<file path="config.mk">
export PLATFORM = sky130hd
export DESIGN_NAME = l1_line_cache_flat
export DESIGN_NICKNAME = d
export VERILOG_FILES = /design/src/rtl/l1_line_cache_if.sv /design/src/rtl/l1_line_cache.sv /design/src/flat_wrapper.sv
export SDC_FILE = /design/constraint.sdc
export NUM_CORES = 1
export LEC_CHECK = 0
export CAP_MARGIN = 20
export CORE_ASPECT_RATIO = 0.8
export CORE_MARGIN = 4
export CORE_UTILIZATION = 39
export DETAILED_ROUTE_END_ITERATION = 8
export PLACE_DENSITY = 0.7
export SYNTH_ARGS = -nofsm -noshare
export SYNTH_HDL_FRONTEND = slang
export SYNTH_SLANG_ARGS = --single-unit
</file>
<file path="constraint.sdc">
create_clock -name clk -period 20.1 [get_ports clk]
set_input_delay 5.025 -clock clk [delete_from_list [all_inputs] [get_ports clk]]
set_output_delay 5.025 -clock clk [all_outputs]
set_load 0.05 [all_outputs]
</file>
<file path="src/rtl/l1_line_cache_if.sv">
// Wishbone-style 128-bit line bus shared by the CPU-side and memory-side ports.
// Carries the request (CYC/STB/WE/ADR/SEL/DAT_M) and the response (DAT_S/ACK).
// The master modport issues requests; the slave modport answers them.
interface l1_line_cache_if;
    logic         CYC;
    logic         STB;
    logic         WE;
    logic [11:0]  ADR;
    logic [15:0]  SEL;
    logic [127:0] DAT_M;
    logic [127:0] DAT_S;
    logic         ACK;

    modport master (
        output CYC, STB, WE, ADR, SEL, DAT_M,
        input  DAT_S, ACK
    );

    modport slave (
        input  CYC, STB, WE, ADR, SEL, DAT_M,
        output DAT_S, ACK
    );
endinterface

</file>
<file path="src/rtl/l1_line_cache.sv">
// Direct-mapped write-back/write-allocate line cache; hits ACK combinationally in the request cycle.
// Miss: optional writeback (WB) then refill (FILL) on the mem port, then the request hits in IDLE.
// Ports: clk, rst (async, active-high), cpu (slave line bus), mem (master line bus), hit/miss counters.
module l1_line_cache #(
    parameter int NUM_SETS = 8
) (
    input  logic                  clk,
    input  logic                  rst,
    l1_line_cache_if.slave        cpu,
    l1_line_cache_if.master       mem,
    output logic [15:0]           hit_count,
    output logic [15:0]           miss_count
);
    localparam int IDX  = $clog2(NUM_SETS);
    localparam int TAGW = 12 - IDX;

    localparam logic [1:0] ST_IDLE = 2'd0;
    localparam logic [1:0] ST_WB   = 2'd1;
    localparam logic [1:0] ST_FILL = 2'd2;

    logic [1:0]          state_q, state_d;
    logic [NUM_SETS-1:0] valid_q, dirty_q;
    logic [TAGW-1:0]     tag_q  [NUM_SETS];
    logic [127:0]        line_q [NUM_SETS];
    logic [15:0]         hit_count_q, miss_count_q;

    logic                req, hit, ack, wr_hit, miss, wb_done, fill_done;
    logic [IDX-1:0]      idx;
    logic [TAGW-1:0]     cpu_tag;
    logic [127:0]        line_cur, merged;

    assign req      = cpu.CYC & cpu.STB;
    assign idx      = cpu.ADR[IDX-1:0];
    assign cpu_tag  = cpu.ADR[11:IDX];
    assign line_cur = line_q[idx];
    assign hit      = req & valid_q[idx] & (tag_q[idx] == cpu_tag);

    assign ack       = (state_q == ST_IDLE) & hit;
    assign wr_hit    = ack & cpu.WE;
    assign miss      = (state_q == ST_IDLE) & req & ~hit;
    assign wb_done   = (state_q == ST_WB)   & mem.ACK;
    assign fill_done = (state_q == ST_FILL) & mem.ACK;

    assign cpu.ACK   = ack;
    assign cpu.DAT_S = line_cur;
    assign hit_count  = hit_count_q;
    assign miss_count = miss_count_q;

    // Byte-granular merge of write data into the currently indexed line.
    always_comb begin
        merged = line_cur;
        for (int i = 0; i < 16; i++) begin
            if (cpu.SEL[i]) begin
                merged[8*i +: 8] = cpu.DAT_M[8*i +: 8];
            end
        end
    end

    always_comb begin
        state_d = state_q;
        case (state_q)
            ST_IDLE: begin
                if (miss) begin
                    state_d = (valid_q[idx] & dirty_q[idx]) ? ST_WB : ST_FILL;
                end
            end
            ST_WB:   if (mem.ACK) state_d = ST_FILL;
            ST_FILL: if (mem.ACK) state_d = ST_IDLE;
            default: state_d = ST_IDLE;
        endcase
    end

    // Memory-side drive. Address tracks the CPU address except during
    // writeback, where it is rebuilt from the victim's stored tag.
    always_comb begin
        mem.CYC   = 1'b0;
        mem.STB   = 1'b0;
        mem.WE    = 1'b0;
        mem.SEL   = 16'h0000;
        mem.ADR   = cpu.ADR;
        mem.DAT_M = line_cur;
        case (state_q)
            ST_WB: begin
                mem.CYC = 1'b1;
                mem.STB = 1'b1;
                mem.WE  = 1'b1;
                mem.SEL = 16'hFFFF;
                mem.ADR = {tag_q[idx], idx};
            end
            ST_FILL: begin
                mem.CYC = 1'b1;
                mem.STB = 1'b1;
            end
            default: ;
        endcase
    end

    always_ff @(posedge clk or posedge rst) begin
        if (rst) begin
            state_q      <= ST_IDLE;
            valid_q      <= '0;
            dirty_q      <= '0;
            hit_count_q  <= 16'h0000;
            miss_count_q <= 16'h0000;
        end else begin
            state_q <= state_d;
            if (ack)  hit_count_q  <= hit_count_q + 16'd1;
            if (miss) miss_count_q <= miss_count_q + 16'd1;
            // A write hit marks the line dirty even with no byte enables set.
            if (wr_hit)  dirty_q[idx] <= 1'b1;
            if (wb_done) dirty_q[idx] <= 1'b0;
            if (fill_done) begin
                valid_q[idx] <= 1'b1;
                dirty_q[idx] <= 1'b0;
            end
        end
    end

    // Tag and data arrays carry no reset. During reset the FSM sits in IDLE
    // and every line is invalid, so neither write enable can fire.
    always_ff @(posedge clk) begin
        if (wr_hit) begin
            line_q[idx] <= merged;
        end
        if (fill_done) begin
            line_q[idx] <= mem.DAT_S;
            tag_q[idx]  <= cpu_tag;
        end
    end
endmodule

</file>
<file path="src/flat_wrapper.sv">
// flat-port wrapper written by rule: the top's interface ports become plain ports
module l1_line_cache_flat 
#(
    parameter int NUM_SETS = 8
)
  (clk, rst, hit_count, miss_count, cpu_CYC, cpu_STB, cpu_WE, cpu_ADR, cpu_SEL, cpu_DAT_M, cpu_DAT_S, cpu_ACK, mem_CYC, mem_STB, mem_WE, mem_ADR, mem_SEL, mem_DAT_M, mem_DAT_S, mem_ACK);
  l1_line_cache_if cpu_i ();
  l1_line_cache_if mem_i ();
  input  logic clk;
  input  logic rst;
  output logic [15:0] hit_count;
  output logic [15:0] miss_count;
  input wire logic [$bits(cpu_i.CYC)-1:0] cpu_CYC;
  input wire logic [$bits(cpu_i.STB)-1:0] cpu_STB;
  input wire logic [$bits(cpu_i.WE)-1:0] cpu_WE;
  input wire logic [$bits(cpu_i.ADR)-1:0] cpu_ADR;
  input wire logic [$bits(cpu_i.SEL)-1:0] cpu_SEL;
  input wire logic [$bits(cpu_i.DAT_M)-1:0] cpu_DAT_M;
  output wire logic [$bits(cpu_i.DAT_S)-1:0] cpu_DAT_S;
  output wire logic [$bits(cpu_i.ACK)-1:0] cpu_ACK;
  output wire logic [$bits(mem_i.CYC)-1:0] mem_CYC;
  output wire logic [$bits(mem_i.STB)-1:0] mem_STB;
  output wire logic [$bits(mem_i.WE)-1:0] mem_WE;
  output wire logic [$bits(mem_i.ADR)-1:0] mem_ADR;
  output wire logic [$bits(mem_i.SEL)-1:0] mem_SEL;
  output wire logic [$bits(mem_i.DAT_M)-1:0] mem_DAT_M;
  input wire logic [$bits(mem_i.DAT_S)-1:0] mem_DAT_S;
  input wire logic [$bits(mem_i.ACK)-1:0] mem_ACK;
  assign cpu_i.CYC = cpu_CYC;
  assign cpu_i.STB = cpu_STB;
  assign cpu_i.WE = cpu_WE;
  assign cpu_i.ADR = cpu_ADR;
  assign cpu_i.SEL = cpu_SEL;
  assign cpu_i.DAT_M = cpu_DAT_M;
  assign cpu_DAT_S = cpu_i.DAT_S;
  assign cpu_ACK = cpu_i.ACK;
  assign mem_CYC = mem_i.CYC;
  assign mem_STB = mem_i.STB;
  assign mem_WE = mem_i.WE;
  assign mem_ADR = mem_i.ADR;
  assign mem_SEL = mem_i.SEL;
  assign mem_DAT_M = mem_i.DAT_M;
  assign mem_i.DAT_S = mem_DAT_S;
  assign mem_i.ACK = mem_ACK;
  l1_line_cache #(.NUM_SETS(NUM_SETS)) u_core (.clk(clk), .rst(rst), .cpu(cpu_i), .mem(mem_i), .hit_count(hit_count), .miss_count(miss_count));
endmodule
</file>
==> metrics.csv, run 1 <==
stage,metric,value,unit
min_path,Hold Path Origin,u_core.valid_q[4],
detailed_routing,wire per inst,24.8,um
synthesis,Post-synth EDFFs,1096,
power_and_ir_drop,power per cell area,106,mW/mm2
detailed_routing,Via Count,26900,
synthesis,main combinational cell family by area after synthesis,compound AO/OA/AOI/OAI gates,
placement,PortBufs,609,
timing,Peak Freq,67.4,MHz
detailed_routing,DRC violations left,0,
die,io pins,610,
layout,Multi-input gate area,0.00928,mm2
timing,Relative slew margins,0.271,
clock_network,CTS tree,yes,
timing,fin crit period,14.84,ns
detailed_routing,drt first pass iters,6,
clock_network,clock latency at the later pin of the worst-skew pair,0.71,ns
min_path,Worst Hold Endpoint,u_core.valid_q[4],
worst_setup_path,crit end category,output pin,
synthesis,mux cell area share after synthesis,0.0406,
clock_network,H-tree levels,3,
timing,Hold WS,0.459,ns
timing,worst-margin pin slew,1.09,ns
placement,DP Wirelength,69.1,mm
synthesis,post-synthesis adder-cell area fraction,0.00139,
clock_network,cts-stage hold buffer count,0,
detailed_routing,drt via density,5.54,
worst_setup_path,crit path DAT,9.81,ns
timing,setup_tns,0,ns
worst_setup_path,r2r endpoint,u_core.line_q[1][3],
detailed_routing,met2 WL,59.7,mm
timing,worst setup margin,5.26,ns
synthesis,Synth Area in Compound Gates,0.106,
synthesis,Yosys reg bits,1146,
worst_setup_path,CP Max Fanout,56,
synthesis,post-synthesis simple-gate area fraction,0.0470,
clock_network,Sink Count,1146,
die,core area,0.115,mm2
worst_setup_path,R2R setup slack,14.24,ns
timing,final hold vios,0,
min_path,Worst Hold Depth,1,
grt,global-route wire length before repair,178,mm
synthesis,mean area per synthesized cell,16.2,um2
synthesis,Cells after Synth,2786,
clock_network,Clock Pin Slew Worst Setup and Hold Paths,0.06,ns
clock_network,number of clock buffers inserted by TritonCTS,107,
worst_setup_path,kind of critical path,input port to output pin,
clock_network,Max Buffers Root-to-Sink,3,
synthesis,Synth Warn #,0,
detailed_routing,ANT nets after route,0,
layout,area grow syn2layout,22.5,%
min_path,HP Class,register to register,
timing,Post-Route Skew,0.0372,ns
timing,Final Max Tran Viols,0,
run,max cap viols,0,
layout,layout cells sized above 1,0.0714,
power_and_ir_drop,Final Power,5870,uW
detailed_routing,final WL,120,mm
grt,largest net degree at the start of global routing,132,
layout,Layout Nets,3525,
clock_network,setup bufs post-CTS,0,
worst_setup_path,kind of start point of the critical path,input port,
die,row cnt,111,
outcome,status,"finished, final reports clean",
synthesis,Synth Flop Type,edfxtp_1,
power_and_ir_drop,Pleak,0.0179,uW
synthesis,Syn Nets,3081,
worst_setup_path,Critical Path RT,15.07,ns
synthesis,"Distinct cells, synth",48,
die,Starting Density,0.394,
clock_network,Resized cells post-CTS,0,
detailed_routing,met3 wire len,9.13,mm
clock_network,Root Driver,clkbuf_16,
power_and_ir_drop,Max IR drop VDD,0.0000769,V
layout,register area,0.0342,mm2
worst_setup_path,worst r2r src,u_core.tag_q[3][5],
detailed_routing,wl on met1,49.4,mm
worst_setup_path,R2R depth,10,
die,die width,388,um
timing,Setup-failing EPs final,0,
placement,RD Place Congestion,0.764,
layout,Filler cells,9676,
die,die area,0.121,mm2
grt,vias in the first global route,27200,
synthesis,register area share after synthesis,0.757,
synthesis,Synth Area in XOR/XNOR,0.00757,
placement,Place WS,5.29,ns
grt,gr usage total,0.192,
synthesis,Post-Syn Area,0.0451,mm2
timing,RSZ-0062 raised after global routing,false,
grt,initial antenna violation count,1,
detailed_routing,Max Used Layer,met4,
timing,final cycle utilization of the critical path,0.738,
detailed_routing,DR iter-0 viols,2401,
grt,total gr overflow,0,
synthesis,async set-reset flop share out of synthesis,0.0436,
die,die height,312,um
[flip-flops by register name (all words and copies together) (netlist names), named ones only]
signal	cells
u_core.line_q	1024
u_core.tag_q	72
u_core.hit_count	16
u_core.miss_count	16
u_core.valid_q	8
u_core.state_q	2
u_core.dirty_q	1
[through the flow]
| step | cells | cell area, um2 | utilization |
|---|---|---|---|
| floorplan | 2786 | 45100 | - |
| global placement | 4641 | 51900 | 0.452 |
| detailed placement | 4643 | 51900 | 0.452 |
| CTS | 4840 | 55300 | 0.482 |
| global route | 4843 | 55300 | 0.482 |
| finish | 4844 | 55300 | 0.482 |
[critical path, cell delays in order]
cell,delay [ns]
clkdlybuf4s50_1,0.46
buf_4,0.31
nor2b_1,0.56
and2_4,0.56
buf_4,0.65
buf_4,0.77
a22oi_1,0.20
nand4_1,0.26
clkdlybuf4s50_1,0.88
[where the power goes]
group	total (uW)	internal, uW	switching [uW]
Sequential	2930	2900	29.8
Clock	1950	1070	873
Combinational	1000	276	724
Total	5870	4250	1630
[cell usage in the layout (no fill, tap or decap), types with 6 or more instances in the layout]
| master | Yosys | layout |
|---|---|---|
| dfrtp_1 | 50 | 50 |
| buf_4 | 148 | 47 |
| mux2i_1 | 146 | 146 |
| nand3_1 | 23 | 23 |
| nand2_1 | 24 | 23 |
| nor2_1 | 156 | 155 |
| clkbuf_16 | 0 | 107 |
| nand2b_1 | 7 | 7 |
| clkdlybuf4s50_1 | 0 | 608 |
| a21oi_4 | 0 | 7 |
| edfxtp_1 | 1096 | 1096 |
| or2_2 | 8 | 8 |
| bufinv_16 | 0 | 6 |
| clkinv_1 | 0 | 26 |
| mux4_1 | 6 | 6 |
| a22oi_1 | 522 | 522 |
| o21ai_0 | 15 | 15 |
| and3_1 | 13 | 12 |
| a21oi_1 | 144 | 137 |
| xor2_1 | 17 | 17 |
| mux4_2 | 6 | 6 |
| clkbuf_1 | 141 | 30 |
| nand4_1 | 142 | 142 |
| clkinv_2 | 0 | 10 |
| xnor2_1 | 22 | 22 |
| inv_1 | 8 | 7 |
[cells in the mapped netlist, types with 5 or more instances]
master / instances / area share
clkbuf_1: 141 / 0.012
nand2b_1: 7 / 0.00097
nor2b_1: 6 / 0.00083
dfrtp_1: 50 / 0.028
inv_1: 8 / 0.00067
mux2i_1: 146 / 0.032
xor2_1: 17 / 0.0033
and2_1: 7 / 0.00097
a22oi_1: 522 / 0.087
nand4_1: 142 / 0.020
edfxtp_1: 1096 / 0.73
nor3_1: 7 / 0.00078
nand2_1: 24 / 0.0020
mux4_2: 6 / 0.0030
buf_1: 30 / 0.0025
nand3_1: 23 / 0.0025
a21oi_1: 144 / 0.016
xnor2_1: 22 / 0.0043
and3_1: 13 / 0.0018
or2_2: 8 / 0.0011
o21ai_0: 15 / 0.0017
ha_1: 5 / 0.0014
buf_2: 6 / 0.00067
nor2_1: 156 / 0.013
mux4_1: 6 / 0.0035
buf_4: 148 / 0.025
[worst max path at each step]
stage | start | end | slack, ns | cells past startpoint
after floorplan | cpu_ADR[1] | u_core.line_q[1][0] | 6.25 | 8
after global placement | cpu_ADR[1] | cpu_DAT_S[10] | 5.32 | 9
after detailed placement | cpu_ADR[1] | cpu_DAT_S[10] | 5.29 | 9
after CTS | cpu_ADR[1] | mem_DAT_M[10] | 5.25 | 9
after global routing | cpu_ADR[1] | cpu_DAT_S[121] | 5.02 | 9
final | cpu_ADR[1] | cpu_DAT_S[121] | 5.26 | 9
[kinds of logic after synthesis]
| logic type | after synthesis |
|---|---|
| AOI/OAI and AO/OA | 688 |
| xor gates and xnor gates | 39 |
| adders and majority gates | 5 |
| buffers and inverters | 336 |
| DFF | 1146 |
| muxes | 163 |
| and+or+nand+nor | 409 |
[routing by layer]
layer,GRT usage,up-vias
met5,0,-
met4,0.0423,0
met3,0.0357,151
met2,0.326,1221
met1,0.259,13500
li1,-,11900
[area by class of cell]
| class | instances | area share |
|---|---|---|
| diodes | 1 | 0.0000452 |
| repair buffers | 663 | 0.118 |
| clock inverters | 58 | 0.0101 |
| inverters | 8 | 0.000543 |
| multi-input cells | 1304 | 0.168 |
| well taps | 1525 | 0.0345 |
| flip-flops and latches | 1146 | 0.618 |
| clock buffers | 139 | 0.0509 |
Note: power is estimated with default switching activity, not from simulation.
==> run 2, diff against run 1 <==
clock period = 15.4 ns   (was 20.1 ns; I/O delays follow)
==> metrics.csv, run 2 (synthesis results as in run 1) <==
stage,metric,value,unit
worst_setup_path,CP Depth,8,
worst_setup_path,critical path's top delay family,buffers and inverters,
detailed_routing,Max Used Layer,met4,
timing,Relative slew margins,0.291,
grt,gr usage total,0.186,
clock_network,cts-stage hold buffer count,0,
worst_setup_path,Crit-path slowest cell,clkdlybuf4s50_1,
layout,Post-Route Utilization,0.483,
clock_network,clock latency at the later pin of the worst-skew pair,0.72,ns
layout,layout cells sized above 1,0.0699,
worst_setup_path,CP Max Fanout,53,
layout,Largest Register,u_core.line_q,
detailed_routing,wl on met1,49.0,mm
power_and_ir_drop,power per cell area,139,mW/mm2
layout,Largest regs,"u_core.line_q x1024, u_core.tag_q x72",
layout,"commonest non-fill, non-tap cells in the layout","1,096 x edfxtp_1, 608 x clkdlybuf4s50_1, 522 x a22oi_1",
clock_network,CTS tree,yes,
timing,final cycle utilization of the critical path,0.769,
clock_network,Root Driver,clkbuf_16,
outcome,status,"finished, final reports clean",
timing,setup_tns,0,ns
worst_setup_path,CP Buf/Inv Count,4,
worst_setup_path,kind of critical path,input port to output pin,
detailed_routing,wire per inst,24.2,um
clock_network,Clock Pin Slew Worst Setup and Hold Paths,0.06,ns
grt,initial antenna violation count,1,
worst_setup_path,crit end category,output pin,
timing,Peak Freq,84.4,MHz
clock_network,setup bufs post-CTS,0,
detailed_routing,DRC violations left,0,
clock_network,Max Buffers Root-to-Sink,3,
die,die width,388,um
grt,largest net degree at the start of global routing,129,
worst_setup_path,worst r2r src,u_core.tag_q[5][6],
placement,Place WS,3.49,ns
worst_setup_path,crit path DAT,8.00,ns
power_and_ir_drop,Max IR drop VDD,0.0000924,V
run,max cap viols,0,
detailed_routing,DR iter-0 viols,2409,
layout,"commonest non-fill, non-tap cell in the layout",edfxtp_1,
die,die height,312,um
worst_setup_path,R2R depth,10,
grt,global-route wire length before repair,173,mm
layout,Largest register FFs,1024,
timing,Post-Route Skew,0.0346,ns
grt,vias in the first global route,26500,
timing,final hold vios,0,
timing,Final Max Tran Viols,0,
die,io pins,610,
detailed_routing,met3 wire len,7.98,mm
power_and_ir_drop,Pleak,0.0179,uW
layout,area grow syn2layout,22.6,%
min_path,HP Class,register to register,
layout,Layout Nets,3516,
timing,worst setup margin,3.55,ns
worst_setup_path,R2R setup slack,10.09,ns
power_and_ir_drop,Final Power,7680,uW
detailed_routing,Via Count,26700,
timing,worst-margin pin slew,1.06,ns
timing,Setup-failing EPs final,0,
timing,fin crit period,11.85,ns
clock_network,H-tree levels,3,
clock_network,number of clock buffers inserted by TritonCTS,107,
clock_network,Sink Count,1146,
detailed_routing,drt first pass iters,6,
placement,DP Wirelength,65.0,mm
worst_setup_path,CP cell instances,clkdlybuf4s50_1 > buf_4 > nor2b_1 > and2_4 > buf_4 > a22oi_1 > nand4_1 > clkdlybuf4s50_1,
detailed_routing,met2 WL,58.0,mm
placement,RD Place Congestion,0.766,
layout,n_diodes,0,
worst_setup_path,kind of start point of the critical path,input port,
timing,RSZ-0062 raised after global routing,false,
worst_setup_path,crit path to,cpu_DAT_S[95],
die,die area,0.121,mm2
worst_setup_path,Worst path max stage delay,0.85,ns
placement,PortBufs,609,
detailed_routing,ANT nets after route,0,
worst_setup_path,Critical Path RT,11.55,ns
detailed_routing,drt via density,5.53,
grt,total gr overflow,0,
die,Starting Density,0.394,
worst_setup_path,r2r endpoint,u_core.line_q[1][75],
die,row cnt,111,
clock_network,Resized cells post-CTS,0,
die,core area,0.115,mm2
detailed_routing,final WL,117,mm
worst_setup_path,Worst Setup SP,cpu_ADR[1],
[run 2: cell count changes in the layout (fill, tap and decap cells not counted), sizes merged]
cell and change:
buf -9, bufinv +2, clkbuf -7, clkinvlp -1, diode -1
[run 2: routing by layer]
layer / vias to the layer above / track usage
met5: - / 0
met4: 0 / 0.0430
met3: 136 / 0.0301
met2: 1129 / 0.314
met1: 13500 / 0.256
li1: 11900 / -
[run 2: power breakdown]
group,total (uW),switching [uW],internal (uW)
combinational,1300,939,361
clock,2560,1140,1420
sequential,3820,38.5,3780
[run 2: stage by stage]
stage | hold WS (ns) | instance area, um2 | cells
2_1_floorplan | 0.426 | 45100 | 2786
3_3_place_gp | 0.444 | 51900 | 4632
3_5_place_dp | 0.450 | 51900 | 4636
4_1_cts | 0.464 | 55400 | 4827
5_1_grt | 0.485 | 55400 | 4828
6_report | 0.467 | 55400 | 4828
[run 2: worst reg2reg max path, delay by kind of cell, from the launching register on]
family | cells | cell delay, ns
simple gates | 5 | 2.10
buf+inv | 2 | 1.37
mux | 1 | 0.49
compound gates | 1 | 0.43
flops | 1 | 0.32
xor+xnor | 1 | 0.13
[run 2: worst min path at each step]
stage                      start           endpoint  slack, ns  cells after the start
3_5_place_dp   u_core.valid_q[1]  u_core.valid_q[1]       0.45                      1
4_1_cts        u_core.valid_q[1]  u_core.valid_q[1]       0.46                      1
5_1_grt        u_core.valid_q[1]  u_core.valid_q[1]       0.49                      1
3_3_place_gp   u_core.valid_q[5]  u_core.valid_q[5]       0.44                      1
6_report       u_core.valid_q[1]  u_core.valid_q[1]       0.47                      1
2_1_floorplan  u_core.valid_q[0]  u_core.valid_q[0]       0.43                      1
[run 2: area by class of cell]
cell class,count,area (um2)
multi-input combinational,1304,9280
sequential,1146,34200
inverter,8,30.0
clock inverter,59,654
clock buffer,132,2770
fill,9599,59300
tap,1525,1910
timing repair buffer,654,6570
